===== src/rtl/priority_request_scheduler.sv =====
`default_nettype none
// ============================================================================
//  Module   : priority_request_scheduler
//  Purpose  : Front stage for a 4-input priority encoder. Rising edges on
//             p3..p0 set sticky pending bits. The highest-priority pending
//             channel is offered downstream over a valid/ready handshake.
//             An offer is held stable until it is accepted, and there is no
//             preemption. Each channel has a saturating service counter.
//             Priority order: p3 highest, p0 lowest.
//  Ports    : clk, rst           - clock, synchronous active-high reset
//             p3..p0             - request lines
//             y_valid/y_ready    - offer handshake
//             y_idx, y_onehot    - offered channel (one-hot is 0 when idle)
//             pending            - sticky pending bits {p3,p2,p1,p0}
//             cnt_sel, cnt_out   - read mux over the per-channel counters
//  Revision : 1.0 - initial release
// ============================================================================
module priority_request_scheduler #(
    parameter int CNT_W = 8
) (
    input  logic             clk,
    input  logic             rst,
    input  logic             p3,
    input  logic             p2,
    input  logic             p1,
    input  logic             p0,
    output logic             y_valid,
    input  logic             y_ready,
    output logic [1:0]       y_idx,
    output logic [3:0]       y_onehot,
    output logic [3:0]       pending,
    input  logic [1:0]       cnt_sel,
    output logic [CNT_W-1:0] cnt_out
);

    localparam logic [CNT_W-1:0] c_cnt_max = {CNT_W{1'b1}};

    typedef enum logic [0:0] {
        ST_IDLE  = 1'b0,
        ST_OFFER = 1'b1
    } state_t;

    state_t           r_state_q,    w_state_d;
    logic [3:0]       r_prev_q,     w_prev_d;
    logic [3:0]       r_pending_q,  w_pending_d;
    logic             r_y_valid_q,  w_y_valid_d;
    logic [1:0]       r_y_idx_q,    w_y_idx_d;
    logic [3:0]       r_y_onehot_q, w_y_onehot_d;
    logic [CNT_W-1:0] r_cnt_q [4];
    logic [CNT_W-1:0] w_cnt_d [4];

    logic [3:0] w_req;
    logic [3:0] w_rise;
    logic [3:0] w_clr;

    always_comb begin
        w_req        = {p3, p2, p1, p0};
        // A rise re-arms a channel; a level held high never re-requests.
        w_rise       = w_req & ~r_prev_q;
        w_prev_d     = w_req;
        w_state_d    = r_state_q;
        w_y_valid_d  = r_y_valid_q;
        w_y_idx_d    = r_y_idx_q;
        w_y_onehot_d = r_y_onehot_q;
        w_clr        = 4'b0000;
        for (int i = 0; i < 4; i++) begin
            w_cnt_d[i] = r_cnt_q[i];
        end

        case (r_state_q)
            ST_IDLE: begin
                if (r_pending_q != 4'b0000) begin
                    if (r_pending_q[3])      w_y_idx_d = 2'd3;
                    else if (r_pending_q[2]) w_y_idx_d = 2'd2;
                    else if (r_pending_q[1]) w_y_idx_d = 2'd1;
                    else                     w_y_idx_d = 2'd0;
                    w_y_onehot_d = 4'b0001 << w_y_idx_d;
                    w_y_valid_d  = 1'b1;
                    w_state_d    = ST_OFFER;
                end
            end
            ST_OFFER: begin
                // The offer is frozen until accepted; new requests only
                // accumulate in the pending bits.
                if (y_ready) begin
                    w_clr[r_y_idx_q] = 1'b1;
                    if (r_cnt_q[r_y_idx_q] != c_cnt_max) begin
                        w_cnt_d[r_y_idx_q] = r_cnt_q[r_y_idx_q] + CNT_W'(1);
                    end
                    w_y_valid_d  = 1'b0;
                    w_y_onehot_d = 4'b0000;
                    w_state_d    = ST_IDLE;
                end
            end
            default: begin
                w_state_d = ST_IDLE;
            end
        endcase

        // The set term is OR-ed last so that a rise on the edge where the
        // same channel is accepted survives as a fresh request.
        w_pending_d = (r_pending_q & ~w_clr) | w_rise;
    end

    always_ff @(posedge clk) begin
        if (rst) begin
            r_state_q    <= ST_IDLE;
            r_prev_q     <= 4'b0000;
            r_pending_q  <= 4'b0000;
            r_y_valid_q  <= 1'b0;
            r_y_idx_q    <= 2'd0;
            r_y_onehot_q <= 4'b0000;
            for (int i = 0; i < 4; i++) begin
                r_cnt_q[i] <= '0;
            end
        end else begin
            r_state_q    <= w_state_d;
            r_prev_q     <= w_prev_d;
            r_pending_q  <= w_pending_d;
            r_y_valid_q  <= w_y_valid_d;
            r_y_idx_q    <= w_y_idx_d;
            r_y_onehot_q <= w_y_onehot_d;
            for (int i = 0; i < 4; i++) begin
                r_cnt_q[i] <= w_cnt_d[i];
            end
        end
    end

    assign y_valid  = r_y_valid_q;
    assign y_idx    = r_y_idx_q;
    assign y_onehot = r_y_onehot_q;
    assign pending  = r_pending_q;
    assign cnt_out  = r_cnt_q[cnt_sel];

endmodule
`default_nettype wire


===== config.mk =====
export PLATFORM = sky130hd
export DESIGN_NAME = priority_request_scheduler
export DESIGN_NICKNAME = d
export VERILOG_FILES = /design/src/rtl/priority_request_scheduler.sv
export SDC_FILE = /design/constraint.sdc
export NUM_CORES = 1
export LEC_CHECK = 0
export CAP_MARGIN = 30
export CORE_UTILIZATION = 49
export CTS_CLUSTER_DIAMETER = 150
export DETAILED_ROUTE_END_ITERATION = 8
export PLACE_DENSITY = 0.74
export REMOVE_ABC_BUFFERS = 1
export SYNTH_ARGS = -nofsm -noshare
export SYNTH_HDL_FRONTEND = slang
export SYNTH_SLANG_ARGS = --single-unit

===== constraint.sdc =====
create_clock -name clk -period 2.1 [get_ports clk]
set_input_delay 0.21 -clock clk [delete_from_list [all_inputs] [get_ports clk]]
set_output_delay 0.21 -clock clk [all_outputs]
set_load 0.02 [all_outputs]

After elaboration in Yosys (flattened, before gate mapping)
Memories as Yosys holds them, arrays and structs flattened. A register that Yosys moved wholly into a read port is not among the register bits. Index checks and enable logic that the tools add are counted.

Register bits after elaboration: 16. RAM bits: 32. Input port bits: 9. Output and inout port bits: 19. Word-level logic and storage cells: 65. Memories kept: 1.

$add $sub $neg: 1. Order comparisons: 4. Equality and inequality tests: 3. Shift operators: 1. Mux-type cells: 33. Bitwise gates (word level): 11. Reduce and logical (&&, ||, !) cells: 5.

Memories: r_cnt_q (depth 4, width 8, rd ports 6, clocked after Yosys merged registers in 1, wr ports 4, RTL line 49) `logic [CNT_W-1:0] r_cnt_q [4];`.

Operator list (number): $mux W32 (3); $mux W8 (5); $bwmux W32 (1); $demux W8 S2 (1); $mux W4 (4); $mux W2 (6); $mux W1 (9); $add A8 B1 Y8 const B (1); $and A4 B4 Y4 (2); $ne A8 B8 Y1 const B (1); $not A4 Y4 (2); $pmux W4 S2 (1); $ne A2 B2 Y1 const B (2); $or A1 B1 Y1 (4); $or A4 B4 Y4 (1); $pmux W1 S2 (2); $reduce_and A2 Y1 (2); $reduce_bool A4 Y1 (1); $shl A1 B2 Y4 const A (1); $ge A3 B3 Y1 const B (1); $lt A2 B3 Y1 const B (1); $lt A3 B1 Y1 const B (1); $not A2 Y3 (1); $demux W1 S2 (1); 3 further kinds (4).

Logic depth before layout (Yosys ltp)
Gate-level depths: netlist (run 1).

Word-level depth: 10. Gate-level depth with buffers: 9. Depth with buffers taken out: 6.

Least setup slack after synthesis (run 1)
Ideal clock, no wire load.

Kind: register to register. Start: register (tool-made name). End: memory r_cnt_q[2][4]. Library setup time: 79 ps. Arrival time: 2244 ps. Data required time: 2021 ps. Slack: -223 ps. Cell stages (with the launch flop): 10. Path buffers: 3. Clock period less this slack: 2323 ps. Path through: dfxtp_1 -> buf_6 -> mux4_2 -> ha_1 -> and3_4 -> buf_6 -> a211oi_4 -> buf_6 -> nor2_1 -> a211oi_2.

RTL lines (RTL line): end: declaration (49).

==> qor.tcl, run 1 <==
set qor(maximum_number_of_pins_on_one_net_before_global_route_repair) 27
set qor(post_synth_num_cell_types) 32
set qor(tritoncts) {done}
set qor(post-route-min-period_ns) 2.15
set qor(synth_async_sr_flop_share_pct) 0
set qor(tritoncts_num_sinks) 50
set qor(violations) {negative setup slack}
set qor(detail_route.vias_per_cell) 5.84
set qor(design_power_total_mw) 2.02
set qor(insertedDiodeCount) 0
set qor(clockRootBuffer) {clkbuf_8}
set qor(layout.area.seq_mm2) 0.00100
set qor(grt_first_pass_wirelength_um) 8670
set qor(instances_no_fill) 318
set qor(synth_top_cells_by_count) {dfxtp_1, nor2_1, a211oi_1, mux4_2}
set qor(area_of_the_core_region_mm2) 0.00441
set qor(skew_ns) 0.00573
set qor(place.detailed.instances) 299
set qor(timing.critical_path.arrival_ns) 2.33
set qor(min_period_over_period_pct) 103
set qor(synth_enable_flop_cells) 0
set qor(timing.hold.worst.class) {in2reg}
set qor(slew-limit-headroom_pct) 61.6
set qor(grt_setup_unrepaired) {true}
set qor(final_setup_slack_of_the_worst_path_ns) -0.0544
set qor(drcViolationCount) 0
set qor(hold_path.startpoint) {rst}
set qor(numnets_final) 275
set qor(ys.warnings.count) 0
set qor(track_usage_pct) 22.6
set qor(worst_setup_hold_path_clk_slew_ns) 0.08
set qor(dieHeight_um) 70.4
set qor(critical_path.reg2reg.endpoint) {r_cnt_q[3][3]}
set qor(first_iter_violations) 150
set qor(largest_voltage_drop_on_the_vdd_net_v) 0.000439
set qor(nFillCells) 326
set qor(floorplan.io_pins) 28
set qor(hold_depth) 2
set qor(power_per_cell_area_mw_per_mm2) 666
set qor(chip_width_um) 70.4
set qor(report.final.setup_viol) 10
set qor(maxCapViolations) 0
set qor(post_synthesis_area_per_instance_um2) 10.9
set qor(netlist_instances) 211
set qor(synth_area_mm2) 0.00229
set qor(globalRoute.totalOverflow) 0
set qor(postRouteWirelength_um) 5310
set qor(fin_hold_ws_ns) 0.376
set qor(crit_fanout) 14
set qor(worst_skew_pair.late_latency_ns) 0.30
set qor(number_of_global_route_vias_before_repair) 1788
set qor(cp-start-kind) {register}
set qor(detail_route.wl_per_cell_um) 16.7
set qor(initial_core_utilization_pct) 51.9
set qor(synth.area.top_cells) {dfxtp_1, mux4_2, nor2_1}
set qor(report.final.slew_viol_count) 0
set qor(numCtsBuffers) 5
set qor(io_buffer_count) 27
set qor(cp_slowest_stage_delay_ns) 0.56
set qor(route.vias.total) 1858
set qor(antenna_found_initial) 0
set qor(finalHoldViolCount) 0
set qor(tightestPinTransition_ns) 0.576
set qor(core.rowCount) 24
set qor(place.gp.congestion) 0.790
set qor(critical_path_class) {reg2reg}
set qor(worstRegToRegCells) 8
set qor(ys_seq_elements) 50
set qor(worst_path_max_delay_cell) {mux4_2}
set qor(dp_hpwl_um) 3610
set qor(synth_top_area_share_pct) 43.7
set qor(netlist.top_cell.by_area) {dfxtp_1}
set qor(cts_max_path_buffers) 2
set qor(proportion_of_layout_cells_with_a_drive_suffix_above_1_pct) 29.3
set qor(ant_nets) 0
set qor(area_growth_syn_to_layout_pct) 32.1
set qor(yosysMostFrequentCell) {dfxtp_1}
set qor(synth-main-ff-cell) {dfxtp_1}
set qor(run_status) {finished with violations}
set qor(critical_path.endpoint_type) {register}
set qor(ys_seq_area_share_pct) 43.7
set qor(htreeDepth) 2
set qor(achievable-frequency_ghz) 0.464
set qor(worstHoldEndpoint) {r_cnt_q[1][3]}
set qor(dieArea_mm2) 0.00495
set qor(total_leakage_power_nw) 1.10
set qor(r2r_setup_slack_ns) -0.05
set qor(detail_route.first_pass.iterations) 4
set qor(multi_input_comb_area_mm2) 0.00123
set qor(crit_required_ns) 2.28
set qor(timing.critical_path.cells) {mux4_2, ha_4, and3_4, buf_4, a21oi_4, buf_12, mux2i_1, nor2_1}
[cells by family after synthesis]
family	after synthesis	share of synthesized area, %
AND/OR/NAND/NOR	69	14.2
flip-flops	50	43.7
AO/OA/AOI/OAI	42	15.3
multiplexers	25	19.8
buffers and inverters	18	4.10
XOR/XNOR	6	2.29
adder cells (fa/ha/maj)	1	0.546
[worst max path at each step]
stage               startpoint             to  slack [ns]  cells past startpoint
global route          register  r_cnt_q[1][4]       -0.11                      8
detailed placement    register  r_cnt_q[2][2]       -0.14                      7
finish                register  r_cnt_q[3][3]       -0.05                      8
global placement      register  r_cnt_q[2][0]       -0.06                      7
CTS                   register  r_cnt_q[2][3]       -0.03                      7
floorplan             register  r_cnt_q[2][1]       -0.44                      6
[cell usage in the layout, fill, tap and decap left out, types with 7 or more instances in the layout]
cell              n
buf_6             7
mux4_2           16
dfxtp_1          49
nor2_1           43
clkdlybuf4s50_1  18
buf_4            22
dlygate4sd2_1     8
a21oi_1           9
a211oi_2          7
a211oi_1         19
mux2i_1           9
nor2b_1           9
[area by class of cell]
cell class	instances	area share [%]
clock buffer	7	2.85
multi-input combinational	143	40.8
timing repair buffer	62	20.5
clock inverter	1	0.165
inverter	3	0.372
sequential	50	33.2
tap	52	2.15
[critical path: cells and delay by family, from the launching register on]
family,cells,cell delay [ns]
buffers and inverters,2,0.30
flip-flops,1,0.39
AO/OA/AOI/OAI,1,0.13
AND/OR/NAND/NOR,2,0.26
adder cells (fa/ha/maj),1,0.19
multiplexers,2,0.75
[what timing repair did]
item                                   in CTS  in global routing
pin swaps                                   4                  4
hold buffers                                0                  0
resized for setup                          18                  9
setup buffers                               6                  5
cloned                                      0                  0
setup endpoints to repair                  36                 31
endpoints found under the hold margin       0                  0
[through the flow]
step,TNS [ns],utilization (%),cell area (um2),setup slack [ns]
final,-0.203,68.6,3030,-0.0544
after global placement,-0.593,63.0,2780,-0.0646
after floorplan,-7.04,-,2210,-0.437
after detailed placement,-1.41,63.0,2780,-0.136
after global routing,-2.00,68.6,3030,-0.113
after CTS,-0.0874,67.1,2960,-0.0345
[power breakdown]
group / total (mW) / switching (mW) / internal (mW)
Combinational: 0.391 / 0.186 / 0.205
Sequential: 1.05 / 0.0555 / 0.998
Clock: 0.570 / 0.304 / 0.266
[per-layer routing]
| layer | global-route usage, % | part of all wire [%] |
|---|---|---|
| met2 | 37.5 | 51 |
| met4 | 8.67 | 1.9 |
| met1 | 28.5 | 43 |
| met5 | 0 | 0 |
| met3 | 5.19 | 4.8 |
[state kept, by name (all words and copies together), names as in the netlist, named ones only]
name / flops
pending: 4
r_cnt_q: 32
r_prev_q: 4
r_state_q: 1
y_idx: 2
y_onehot: 4
y_valid: 1
Power figures use the tool's default switching activity.
==> inputs of run 2 (changes only) <==
--- a/config.mk
+++ b/config.mk
@@ -11,6 +11,7 @@
 export DETAILED_ROUTE_END_ITERATION = 8
 export PLACE_DENSITY = 0.74
 export REMOVE_ABC_BUFFERS = 1
+export SETUP_SLACK_MARGIN = 0.05
 export SYNTH_ARGS = -nofsm -noshare
 export SYNTH_HDL_FRONTEND = slang
 export SYNTH_SLANG_ARGS = --single-unit
==> run 2 against run 1 <==
The flow still finishes with violations (negative setup slack). Global-route usage increased by 0.52 points. Clock skew about the same. Sequential cell count stayed put. Setup slack better by 0.00072 ns. Via count down 0.38%. Worst hold slack improved by 0.011 ns. Largest cell class unchanged. Highest routed layer unchanged.
==> qor.tcl, run 2 (synthesized netlist as in run 1, its figures left out) <==
set qor(initial_core_utilization_pct) 51.9 ;# unchanged
set qor(chip_width_um) 70.4 ;# unchanged
set qor(holdBufCountCts) 0 ;# unchanged
set qor(mostFrequentLayoutCell) {dfxtp_1}
set qor(critical_path_class) {reg2reg}
set qor(worst_path_max_delay_cell) {mux4_2}
set qor(globalRoute.totalOverflow) 0 ;# unchanged
set qor(postRouteWirelength_um) 5400 ;# +1.7%
set qor(final_setup_slack_of_the_worst_path_ns) -0.0537 ;# +0.000719 ns
set qor(track_usage_pct) 23.1 ;# +0.52 points
set qor(run_status) {finished with violations}
set qor(nFillCells) 320 ;# -1.8%
set qor(total_leakage_power_nw) 1.12 ;# +1.5%
set qor(slew-limit-headroom_pct) 60.3 ;# -1.3 points
set qor(worst_skew_pair.late_latency_ns) 0.30 ;# about the same
set qor(antenna_found_initial) 0 ;# unchanged
set qor(critical_path.endpoint_type) {register}
set qor(area_of_the_core_region_mm2) 0.00441 ;# unchanged
set qor(cp_slowest_stage_delay_ns) 0.56 ;# about the same
set qor(first_iter_violations) 179 ;# +19%
set qor(detail_route.vias_per_cell) 5.78 ;# -1.0%
set qor(grt_setup_unrepaired) {true}
set qor(maxCapViolations) 0 ;# unchanged
set qor(io_buffer_count) 27 ;# unchanged
set qor(detail_route.first_pass.iterations) 4 ;# unchanged
set qor(number_of_global_route_vias_before_repair) 1811 ;# +1.3%
set qor(maximum_number_of_pins_on_one_net_before_global_route_repair) 27 ;# unchanged
set qor(dieArea_mm2) 0.00495 ;# unchanged
set qor(area_growth_syn_to_layout_pct) 33.3
set qor(numnets_final) 277 ;# +0.73%
set qor(floorplan.io_pins) 28 ;# unchanged
set qor(ant_nets) 0 ;# unchanged
set qor(proportion_of_layout_cells_with_a_drive_suffix_above_1_pct) 31.3 ;# +2.0 points
set qor(place.gp.congestion) 0.790 ;# unchanged
set qor(report.final.setup_viol) 15 ;# +5
set qor(tightestPinTransition_ns) 0.595 ;# +0.0191 ns
set qor(crit_required_ns) 2.27 ;# about the same
set qor(min_period_over_period_pct) 103 ;# about the same
set qor(violations) {negative setup slack}
set qor(largest_register_ffs) 32 ;# unchanged
set qor(power_per_cell_area_mw_per_mm2) 663 ;# -0.48%
set qor(worstRegToRegCells) 8 ;# unchanged
set qor(drcViolationCount) 0 ;# unchanged
set qor(tritoncts_num_sinks) 50 ;# unchanged
set qor(skew_ns) 0.00552 ;# -0.000203 ns
set qor(htreeDepth) 2 ;# unchanged
set qor(achievable-frequency_ghz) 0.464 ;# about the same
set qor(insertedDiodeCount) 0 ;# unchanged
set qor(route.vias.total) 1851 ;# -0.38%
set qor(detail_route.wl_per_cell_um) 16.9 ;# +1.1%
set qor(cts_max_path_buffers) 2 ;# unchanged
set qor(fin_hold_ws_ns) 0.387 ;# +0.0111 ns
set qor(worst_setup_hold_path_clk_slew_ns) 0.08 ;# about the same
set qor(crit_fanout) 14 ;# unchanged
set qor(largest_voltage_drop_on_the_vdd_net_v) 0.000440 ;# +0.31%
set qor(grt_first_pass_wirelength_um) 8830 ;# +1.9%
set qor(tritoncts) {done}
set qor(layout_common_cells) {dfxtp_1, nor2_1, buf_4}
set qor(finalHoldViolCount) 0 ;# unchanged
set qor(finalCoreUtilization_pct) 69.2 ;# +0.62 points
set qor(numCtsBuffers) 5 ;# unchanged
set qor(clockRootBuffer) {clkbuf_8}
set qor(hold_depth) 2 ;# unchanged
set qor(report.final.slew_viol_count) 0 ;# unchanged
set qor(dieHeight_um) 70.4 ;# unchanged
set qor(dp_hpwl_um) 3610 ;# unchanged
set qor(timing.critical_path.arrival_ns) 2.33 ;# about the same
set qor(post-route-min-period_ns) 2.15 ;# -0.000719 ns
set qor(cp-start-kind) {register}
set qor(timing.critical_path.cells) {mux4_2, ha_4, and3_4, buf_4, a21oi_4, buf_12, mux2i_1, nor2_1}
set qor(core.rowCount) 24 ;# unchanged
set qor(timing.hold.worst.class) {in2reg}
set qor(largest_register_by_flop_count) {r_cnt_q}
[run 2: report_power, final]
group | leakage [nW] | internal, mW | switching, mW
Sequential | 0.409 | 0.998 | 0.0566
Clock | 0.0482 | 0.266 | 0.302
Combinational | 0.661 | 0.211 | 0.190
Total | 1.12 | 1.47 | 0.549
[run 2: layer usage]
| layer | vias to the layer above | track usage, % | share of wire, % |
|---|---|---|---|
| met5 | - | 0 | 0 |
| met4 | 0 | 8.67 | 1.9 |
| met3 | 14 | 5.19 | 6.2 |
| met2 | 64 | 38.6 | 51 |
| met1 | 887 | 29.0 | 41 |
| li1 | 886 | - | - |
[run 2: final timing paths]
| kind | from | endpoint | slack [ns] |
|---|---|---|---|
| setup reg to reg | register | r_cnt_q[3][3] | -0.05 |
| setup / recovery | register | r_cnt_q[3][3] | -0.05 |
| hold reg to reg | y_valid | y_valid | 0.50 |
| hold / removal | rst | r_cnt_q[1][3] | 0.39 |
[run 2: layout make-up]
type                    instances  area [um2]  area share (%)
multi-input cells             143        1250            40.8
flip-flops and latches         50        1000            32.9
repair buffers                 64         634            20.8
clock buffers                   7        86.3            2.83
well taps                      52        65.1            2.13
inverters                       3        11.3           0.369
clock inverters                 1        5.00           0.164
[run 2: critical path, delay by kind of cell (launching register included)]
kind                       cells  cell delay (ns)
AOI/OAI and AO/OA              1             0.13
and+or+nand+nor                2             0.26
muxes                          2             0.75
DFF                            1             0.39
buffers and inverters          2             0.30
adders and majority gates      1             0.19
[run 2: repair_timing]
action | 4_1_cts | 5_1_grt
gates cloned | 1 | 0
setup buffers | 7 | 5
setup endpoints to repair | 40 | 32
pin swaps | 7 | 5
gates resized for setup | 20 | 13
endpoints found under the hold margin | 0 | 0
[run 2: metrics by stage]
step           std cells  TNS (ns)  setup slack (ns)  total power [mW]  area (um2)
3_3_place_gp         299    -0.593           -0.0646              1.43        2780
3_5_place_dp         299     -1.41            -0.136              1.44        2780
5_1_grt              320     -2.19            -0.112              2.11        3050
6_report             320    -0.230           -0.0537              2.02        3050
4_1_cts              315   -0.0980           -0.0353              2.02        2980
2_1_floorplan        196     -7.04            -0.437              1.25        2210
==> inputs of run 3 (changes only) <==
--- a/config.mk
+++ b/config.mk
@@ -6,10 +6,10 @@
 export NUM_CORES = 1
 export LEC_CHECK = 0
 export CAP_MARGIN = 30
-export CORE_UTILIZATION = 49
+export CORE_UTILIZATION = 45
 export CTS_CLUSTER_DIAMETER = 150
 export DETAILED_ROUTE_END_ITERATION = 8
-export PLACE_DENSITY = 0.74
+export DONT_BUFFER_PORTS = 1
 export REMOVE_ABC_BUFFERS = 1
 export SETUP_SLACK_MARGIN = 0.05
 export SYNTH_ARGS = -nofsm -noshare
==> run 3 against run 2 <==
The flow finishes with violations (negative hold slack, negative setup slack). Via count is 2.9% lower. Sequential share of layout area is 0.58 points higher. Sequential power hardly changed. Cell count is 0.63% lower. Wire length is 2.8% higher. Critical endpoint is now r_cnt_q[0][2].
==> qor.tcl, run 3 (synthesized netlist as in run 1, its figures left out) <==
set qor(worstHoldEndpoint) {r_cnt_q[0][1]}
set qor(timing.hold.worst.class) {in2reg}
set qor(floorplan.io_pins) 28 ;# unchanged
set qor(initial_core_utilization_pct) 47.6 ;# -4.3 points
set qor(chip_width_um) 73.4 ;# +4.2%
set qor(tightestPinTransition_ns) 0.475 ;# -0.120 ns
set qor(mostFrequentLayoutCell) {dfxtp_1}
set qor(crit_fanout) 6 ;# -8
set qor(critical_path.top_delay_family) {multiplexers}
set qor(critical_path_class) {reg2reg}
set qor(total_leakage_power_nw) 1.06 ;# -5.2%
set qor(numnets_final) 260 ;# -6.1%
set qor(largest_voltage_drop_on_the_vdd_net_v) 0.000504 ;# +14%
set qor(grt_first_pass_wirelength_um) 8350 ;# -5.5%
set qor(first_iter_violations) 136 ;# -24%
set qor(drcViolationCount) 0 ;# unchanged
set qor(final_setup_slack_of_the_worst_path_ns) -0.0851 ;# -0.0314 ns
set qor(core.rowCount) 25 ;# +4.2%
set qor(route.vias.total) 1798 ;# -2.9%
set qor(worst_setup_hold_path_clk_slew_ns) 0.09 ;# about the same
set qor(postRouteWirelength_um) 5550 ;# +2.8%
set qor(area_of_the_core_region_mm2) 0.00482 ;# +9.1%
set qor(insertedDiodeCount) 0 ;# unchanged
set qor(area_growth_syn_to_layout_pct) 30.9
set qor(achievable-frequency_ghz) 0.458 ;# -1.4%
set qor(path_common_cell) {buf_6}
set qor(run_status) {finished with violations}
set qor(r2r_setup_slack_ns) -0.09 ;# -0.03 ns
set qor(largest_register_ffs) 32 ;# unchanged
set qor(ant_nets) 0 ;# unchanged
set qor(critical_path.reg2reg.endpoint) {r_cnt_q[0][2]}
set qor(report.final.setup_viol) 25 ;# +10
set qor(layout_common_cells) {dfxtp_1, nor2_1, buf_4}
set qor(slew-limit-headroom_pct) 68.3 ;# +7.9 points
set qor(cp_slowest_stage_delay_ns) 0.54 ;# -0.02 ns
set qor(tritoncts) {done}
set qor(htreeDepth) 2 ;# unchanged
set qor(detail_route.wl_per_cell_um) 17.4 ;# +3.4%
set qor(multi_input_comb_area_mm2) 0.00134 ;# +7.7%
set qor(dp_hpwl_um) 3640 ;# +0.87%
set qor(grt_setup_unrepaired) {true}
set qor(violations) {negative hold slack, negative setup slack}
set qor(nFillCells) 410 ;# +28%
set qor(track_usage_pct) 21.0 ;# -2.2 points
set qor(tritoncts_num_sinks) 50 ;# unchanged
set qor(holdBufCountCts) 9 ;# +9
set qor(numCtsBuffers) 5 ;# unchanged
set qor(antenna_found_initial) 0 ;# unchanged
set qor(maximum_number_of_pins_on_one_net_before_global_route_repair) 49 ;# +81%
set qor(cp_num_buf_inv) 3 ;# +1
set qor(worst_skew_pair.late_latency_ns) 0.30 ;# about the same
set qor(hold_depth) 1 ;# -1
set qor(clockRootBuffer) {clkbuf_8}
set qor(post_layout_inst_area_mm2) 0.00300 ;# -1.8%
set qor(detail_route.vias_per_cell) 5.65 ;# -2.3%
set qor(skew_ns) 0.00701 ;# +0.00149 ns
set qor(dieArea_mm2) 0.00538 ;# +8.6%
set qor(report.final.slew_viol_count) 0 ;# unchanged
set qor(layout.area.seq_mm2) 0.00100 ;# -0.12%
set qor(post_dp_cell_area_mm2) 0.00253 ;# -9.1%
set qor(place.gp.congestion) 0.831 ;# +5.2%
set qor(hold_path.startpoint) {rst}
set qor(timing.critical_path.arrival_ns) 2.41 ;# +0.08 ns
set qor(fin_hold_ws_ns) -0.0195 ;# -0.406 ns
set qor(critical_path.endpoint_type) {register}
set qor(power_per_cell_area_mw_per_mm2) 688 ;# +3.8%
set qor(proportion_of_layout_cells_with_a_drive_suffix_above_1_pct) 41.0 ;# +9.7 points
set qor(dieHeight_um) 73.4 ;# +4.2%
set qor(cts_max_path_buffers) 2 ;# unchanged
set qor(finalHoldViolCount) 26 ;# +26
set qor(cp-start-kind) {register}
set qor(globalRoute.totalOverflow) 0 ;# unchanged
set qor(detail_route.first_pass.iterations) 4 ;# unchanged
set qor(largest_register_by_flop_count) {r_cnt_q}
set qor(crit_required_ns) 2.32 ;# +0.05 ns
set qor(timing.critical_path.cells) {buf_6, mux4_2, ha_4, and3_4, buf_6, a21oi_4, buf_6, nor2_2, a211oi_2}
set qor(number_of_global_route_vias_before_repair) 1698 ;# -6.2%
set qor(io_buffer_count) 0 ;# -100%
set qor(post-route-min-period_ns) 2.19 ;# +0.0314 ns
set qor(min_period_over_period_pct) 104 ;# +1.5 points
set qor(worst_path_max_delay_cell) {mux4_2}
set qor(worstRegToRegCells) 9 ;# +1
set qor(maxCapViolations) 0 ;# unchanged
run 3: changes by cell type in the layout (fill, tap and decap cells not counted), moves of 2 or more:
cell,before,now
clkdlybuf4s50_1,18,0
dlygate4sd3_1,0,9
a211oi_1,18,10
a211oi_2,8,16
dlygate4sd2_1,8,0
nor2_1,40,35
nor2_2,5,9
buf_12,6,3
buf_4,24,26
buf_6,7,9
dfxtp_2,0,2
xor2_1,3,1
xor2_2,0,2
run 3: repair_timing:
item | in CTS | in global routing
buffers inserted | 4 | 5
gates cloned | 1 | 0
resized for setup | 22 | 23
setup endpoints to repair | 32 | 33
pin swaps | 13 | 7
endpoints found under the hold margin | 50 | 41
run 3: worst max path at each step:
stage                     to  slack [ns]  depth (start not counted)
4_1_cts        r_cnt_q[0][1]       -0.07                          9
6_report       r_cnt_q[0][2]       -0.09                          9
3_3_place_gp   r_cnt_q[0][0]       -0.04                          9
2_1_floorplan  r_cnt_q[2][1]       -0.44                          6
5_1_grt        r_cnt_q[0][3]       -0.17                          9
3_5_place_dp   r_cnt_q[0][6]       -0.12                          9
run 3: where the power goes:
group,total (mW),internal [mW],switching (mW)
logic,0.335,0.178,0.157
registers,1.07,0.998,0.0694
clock network,0.660,0.351,0.309
run 3: routing by layer:
| metal | global-route usage [%] | vias to the layer above | part of all wire (%) |
|---|---|---|---|
| li1 | - | 852 | - |
| met1 | 28.9 | 902 | 44 |
| met2 | 33.3 | 38 | 52 |
| met3 | 4.80 | 6 | 3.9 |
| met4 | 5.56 | 0 | 0.81 |
| met5 | 0 | - | 0 |
run 3: area by class of cell:
type,count,share of cell area (%)
clock buffers,5,2.30
clock inverters,3,1.34
inverters,3,0.376
multi-input cells,143,44.8
flip-flops and latches,50,33.5
well taps,67,2.80
repair buffers,47,14.9
run 3: through the flow:
step	utilization (%)	power (mW)	setup slack, ns	setup TNS [ns]	std cells
after global routing	62.2	2.15	-0.166	-3.36	318
final	62.2	2.06	-0.0851	-1.05	318
after CTS	59.2	2.04	-0.0729	-0.905	313
after global placement	52.5	1.34	-0.0363	-0.201	291
after floorplan	-	1.25	-0.437	-7.04	196
after detailed placement	52.5	1.35	-0.122	-1.22	291
